## src/rtl/audio_interval_envelope.sv

```systemverilog
// Streaming per-channel interval min/max over a valid/ready sample stream.
// Runtime-programmable interval length and count, single-entry result register.
module audio_interval_envelope #(
  parameter int DATA_W = 32,
  parameter int CH     = 2,
  parameter int LEN_W  = 16,
  parameter int CNT_W  = 16
) (
  input  logic                 clk,
  input  logic                 reset,
  input  logic                 start,
  input  logic [LEN_W-1:0]     interval_len,
  input  logic [CNT_W-1:0]     num_intervals,
  input  logic                 in_valid,
  output logic                 in_ready,
  input  logic [CH*DATA_W-1:0] in_data,
  output logic                 out_valid,
  input  logic                 out_ready,
  output logic [CH*DATA_W-1:0] out_min,
  output logic [CH*DATA_W-1:0] out_max,
  output logic [CNT_W-1:0]     out_index,
  output logic                 out_last,
  output logic                 busy,
  output logic                 done
);

  typedef enum logic [1:0] {IDLE, RUN, DRAIN} state_t;

  state_t state, state_next;

  logic [LEN_W-1:0]     len_q;
  logic [CNT_W-1:0]     num_q;
  logic [LEN_W-1:0]     sample_cnt;
  logic [CNT_W-1:0]     interval_cnt;
  logic                 first;
  logic [CH*DATA_W-1:0] acc_min, acc_max;
  logic [CH*DATA_W-1:0] next_min, next_max;
  logic                 last_beat, accept, complete, last_int, done_next;

  assign last_beat = (sample_cnt == len_q - LEN_W'(1));
  // Only the interval-closing beat needs a free result slot; earlier beats just accumulate.
  assign in_ready  = (state == RUN) && !(last_beat && out_valid && !out_ready);
  assign accept    = in_valid && in_ready;
  assign complete  = accept && last_beat;
  assign last_int  = (num_q != '0) && (interval_cnt == num_q - CNT_W'(1));
  assign busy      = (state != IDLE);

  always_comb begin
    next_min = acc_min;
    next_max = acc_max;
    for (int unsigned c = 0; c < CH; c++) begin
      if (first || ($signed(in_data[c*DATA_W +: DATA_W]) < $signed(acc_min[c*DATA_W +: DATA_W])))
        next_min[c*DATA_W +: DATA_W] = in_data[c*DATA_W +: DATA_W];
      if (first || ($signed(in_data[c*DATA_W +: DATA_W]) > $signed(acc_max[c*DATA_W +: DATA_W])))
        next_max[c*DATA_W +: DATA_W] = in_data[c*DATA_W +: DATA_W];
    end
  end

  always_ff @(posedge clk) begin
    if (reset) state <= IDLE;
    else       state <= state_next;
  end

  always_comb begin
    state_next = state;
    done_next  = 1'b0;
    unique case (state)
      IDLE:  if (start) state_next = RUN;
      RUN:   if (complete && last_int) state_next = DRAIN;
      DRAIN: if (out_valid && out_ready) begin
               state_next = IDLE;
               done_next  = 1'b1;
             end
      default: state_next = IDLE;
    endcase
  end

  always_ff @(posedge clk) begin
    if (reset) begin
      len_q        <= LEN_W'(1);
      num_q        <= '0;
      sample_cnt   <= '0;
      interval_cnt <= '0;
      first        <= 1'b1;
      acc_min      <= '0;
      acc_max      <= '0;
      out_valid    <= 1'b0;
      out_min      <= '0;
      out_max      <= '0;
      out_index    <= '0;
      out_last     <= 1'b0;
      done         <= 1'b0;
    end else begin
      done <= done_next;
      if (state == IDLE && start) begin
        len_q        <= (interval_len == '0) ? LEN_W'(1) : interval_len;
        num_q        <= num_intervals;
        sample_cnt   <= '0;
        interval_cnt <= '0;
        first        <= 1'b1;
      end
      if (out_valid && out_ready)
        out_valid <= 1'b0;
      if (accept) begin
        acc_min <= next_min;
        acc_max <= next_max;
        if (last_beat) begin
          sample_cnt   <= '0;
          first        <= 1'b1;
          out_min      <= next_min;
          out_max      <= next_max;
          out_index    <= interval_cnt;
          out_last     <= last_int;
          out_valid    <= 1'b1;
          interval_cnt <= interval_cnt + CNT_W'(1);
        end else begin
          sample_cnt <= sample_cnt + LEN_W'(1);
          first      <= 1'b0;
        end
      end
    end
  end

endmodule

```

## config.mk

```make
export PLATFORM = sky130hd
export DESIGN_NAME = audio_interval_envelope
export DESIGN_NICKNAME = d
export VERILOG_FILES = /design/src/rtl/audio_interval_envelope.sv
export SDC_FILE = /design/constraint.sdc
export NUM_CORES = 1
export LEC_CHECK = 0
export ABC_AREA = 1
export ABC_CLOCK_PERIOD_IN_PS = 7800
export CAP_MARGIN = 0
export CORE_ASPECT_RATIO = 0.75
export CORE_UTILIZATION = 60
export CTS_CLUSTER_DIAMETER = 150
export CTS_CLUSTER_SIZE = 25
export DETAILED_ROUTE_END_ITERATION = 12
export PLACE_DENSITY = 0.86
export SETUP_SLACK_MARGIN = 0.3
export SYNTH_ARGS = -nofsm -noshare
export SYNTH_HDL_FRONTEND = slang
export SYNTH_SLANG_ARGS = --single-unit
```

## constraint.sdc

```tcl
create_clock -name clk -period 7.8 [get_ports clk]
set_input_delay 1.95 -clock clk [delete_from_list [all_inputs] [get_ports clk]]
set_output_delay 1.95 -clock clk [all_outputs]
set_load 0.1 [all_outputs]
```

==> run_results.csv <==
group,metric,value,unit
global_routing,track_usage,0.334,
synthesis,ys_ff_latch,342,
die,die_w,210,µm
drt,drt_pass1_iterations,5,
drt,viasPerCell,5.59,
drt,avgRoutedWirePerCell,15.9,µm
timing,clock_skew,0.0278,ns
run,drv_cap,0,
die,core,31600,µm²
cts,cts_sinks,342,
worst_hold_path,min_from,"out_index[10]",
die,die_h,158,µm
timing,slew_violations,0,
cells_and_area,final_core_util,0.707,
cells_and_area,final_cells,3551,
cts,clkTransAtPathRegs,0.10,ns
synthesis,synth_edf_count,0,
die,io_pins,250,
worst_hold_path,hold_class,"flip-flop to flip-flop",
synthesis,syn_inst,2987,
global_routing,grt_pass1_vias,18600,
worst_setup_path,critical_path_class,"primary input to output pin",
drt,vias,19900,
global_routing,overflow,0,
synthesis,async_flop_share,0,
place,dp_cells,3529,
timing,whs,0.450,ns
synthesis,synth.avg_cell_area,6.52,µm²
place,port_buffers,249,
timing,slew_headroom,0.155,
cts,clock_latency,0.54,ns
place,place_area,21900,µm²
power,p_per_area,171,nW/µm²
cts,root_buffer,"clkbuf_16",
drt,drc_errors,0,
global_routing,antenna_found_initial,4,
cts,post_cts_buffers,0,
timing,worst_pin_slew,1.26,ns
cts,ctsResizeCount,0,
cells_and_area,drive_gt1_frac,0.0202,
cells_and_area,final_cell_area,22400,µm²
timing,setup_violations,0,
cts,clockBufferDepth,3,
place,dp_hpwl,38200,µm
global_routing,grt_pass1_wl,91000,µm
global_routing,grt_max_degree,140,
synthesis,synth_cell_type_count,40,
timing,rsz0062_at_grt,"no",
worst_setup_path,r2r-start,"len_q[0]",
place,gp_congestion,0.933,
drt,drtIter0Drc,1902,
die,num_rows,56,
synthesis,yosysMostFrequentCell,"nand2_1",
power,ir_drop,127,µV
die,dieArea,33200,µm²
timing,period_minus_slack,5.88,ns
run_status,status,"complete, no violations",
synthesis,synth.area.top_cells,"dfxtp_1 (35%), nand2_1 (12%), nor2_1 (11%)",
synthesis,synth_common_cells,"nand2_1 (630), nor2_1 (578), dfxtp_1 (342)",
timing,fin_crit_sh,0.754,
cells_and_area,synthToLayoutAreaGrowth,14.9,%
cts,htreeDepth,1,
timing,max_freq,0.170,GHz
cells_and_area,final_nets,3344,
die,start_util,0.616,
cts,numCtsBuffers,17,
worst_setup_path,path_max_fanout,3,
worst_setup_path,cp.required,5.85,ns
power,p_leak,0.00996,µW
cts,hold_buffers,0,
synthesis,synth_ff_type,"dfxtp_1",
synthesis,synth_nets,3218,
worst_setup_path,cp-start-kind,"primary input",
synthesis,yosysWarningCount,0,
synthesis,ys_seq_area_frac,0.352,
drt,wl,56600,µm
drt,ant_nets,0,
timing,finalSetupTns,0,ns
worst_setup_path,cp-end-kind,"output pin",
worst_setup_path,arrival,3.93,ns
timing,finalHoldViolCount,0,
worst_setup_path,critPathLaunch,"out_ready",
synthesis,synth_area,19500,µm²
cts,cts_tree,"done",
synthesis,synth_top_area_cell,"dfxtp_1",
synthesis,yosysTopAreaCellShare,0.352,
==> registers in the layout (all words and copies together) (netlist names), 2 cells and up <==
name / cells
out_max: 64
acc_min: 64
num_q: 16
out_min: 64
state: 2
acc_max: 64
len_q: 16
sample_cnt: 16
out_index: 16
interval_cnt: 16
==> layer usage <==
metal,global-route usage,part of all wire,vias to the layer above
li1,-,-,9763
met1,0.434,0.44,9166
met2,0.564,0.46,799
met3,0.0526,0.075,126
met4,0.118,0.028,2
met5,0,0.00023,-
==> area by class of cell <==
| class | instances | area (µm²) |
|---|---|---|
| fill | 2725 | 9240 |
| antenna | 4 | 10.0 |
| inverter | 342 | 1290 |
| timing repair buffer | 267 | 2630 |
| clock inverter | 1 | 8.76 |
| multi-input combinational | 2143 | 10600 |
| tap | 435 | 544 |
| sequential | 342 | 6850 |
| clock buffer | 17 | 425 |
==> layout by cell type, fill, tap and decap left out, drive strengths merged, types with 12 or more instances in the layout <==
master,count
clkdlybuf4s50,249
a21oi,168
o21ai,301
xor2,29
buf,18
nand3,145
xnor2,12
ha,130
nor3,18
inv,341
clkbuf,17
nand2,633
dfxtp,342
nand4,81
nor2,584
==> logic make-up after synthesis <==
family	Yosys count	share of synthesized area
AO/OA/AOI/OAI	490	0.129
XOR/XNOR	42	0.0196
adder cells (fa/ha/maj)	130	0.0836
buffers and inverters	502	0.104
flip-flops	342	0.352
AND/OR/NAND/NOR	1481	0.312
==> per-stage QoR <==
| step | power (µW) | setup slack [ns] |
|---|---|---|
| 6_report | 3830 | 1.92 |
| 5_1_grt | 4020 | 1.86 |
| 4_1_cts | 3830 | 1.92 |
| 3_5_place_dp | 2860 | 1.88 |
| 3_3_place_gp | 2830 | 1.97 |
| 2_1_floorplan | 2590 | 3.13 |
==> report_power, final <==
group | internal [µW] | switching (µW) | leakage (µW) | total [µW]
Sequential | 1830 | 66.1 | 0.00278 | 1900
Clock | 398 | 588 | 0.000214 | 986
Combinational | 302 | 645 | 0.00697 | 947
==> final timing paths <==
| kind | to | slack (ns) | cells after the start |
|---|---|---|---|
| hold reg to reg | out_index[10] | 0.45 | 2 |
| setup reg to reg | acc_max[13] | 3.24 | 17 |
| setup / recovery | in_ready | 1.92 | 6 |
| hold / removal | out_index[10] | 0.45 | 2 |
==> critical path: stages <==
cell and delay, ns:
clkdlybuf4s50_1 0.50, nor2_1 0.08, nand2_2 0.11, nand2_1 0.06
inv_1 0.09, clkdlybuf4s50_1 1.14
Note: power is estimated with default switching activity, not from simulation.
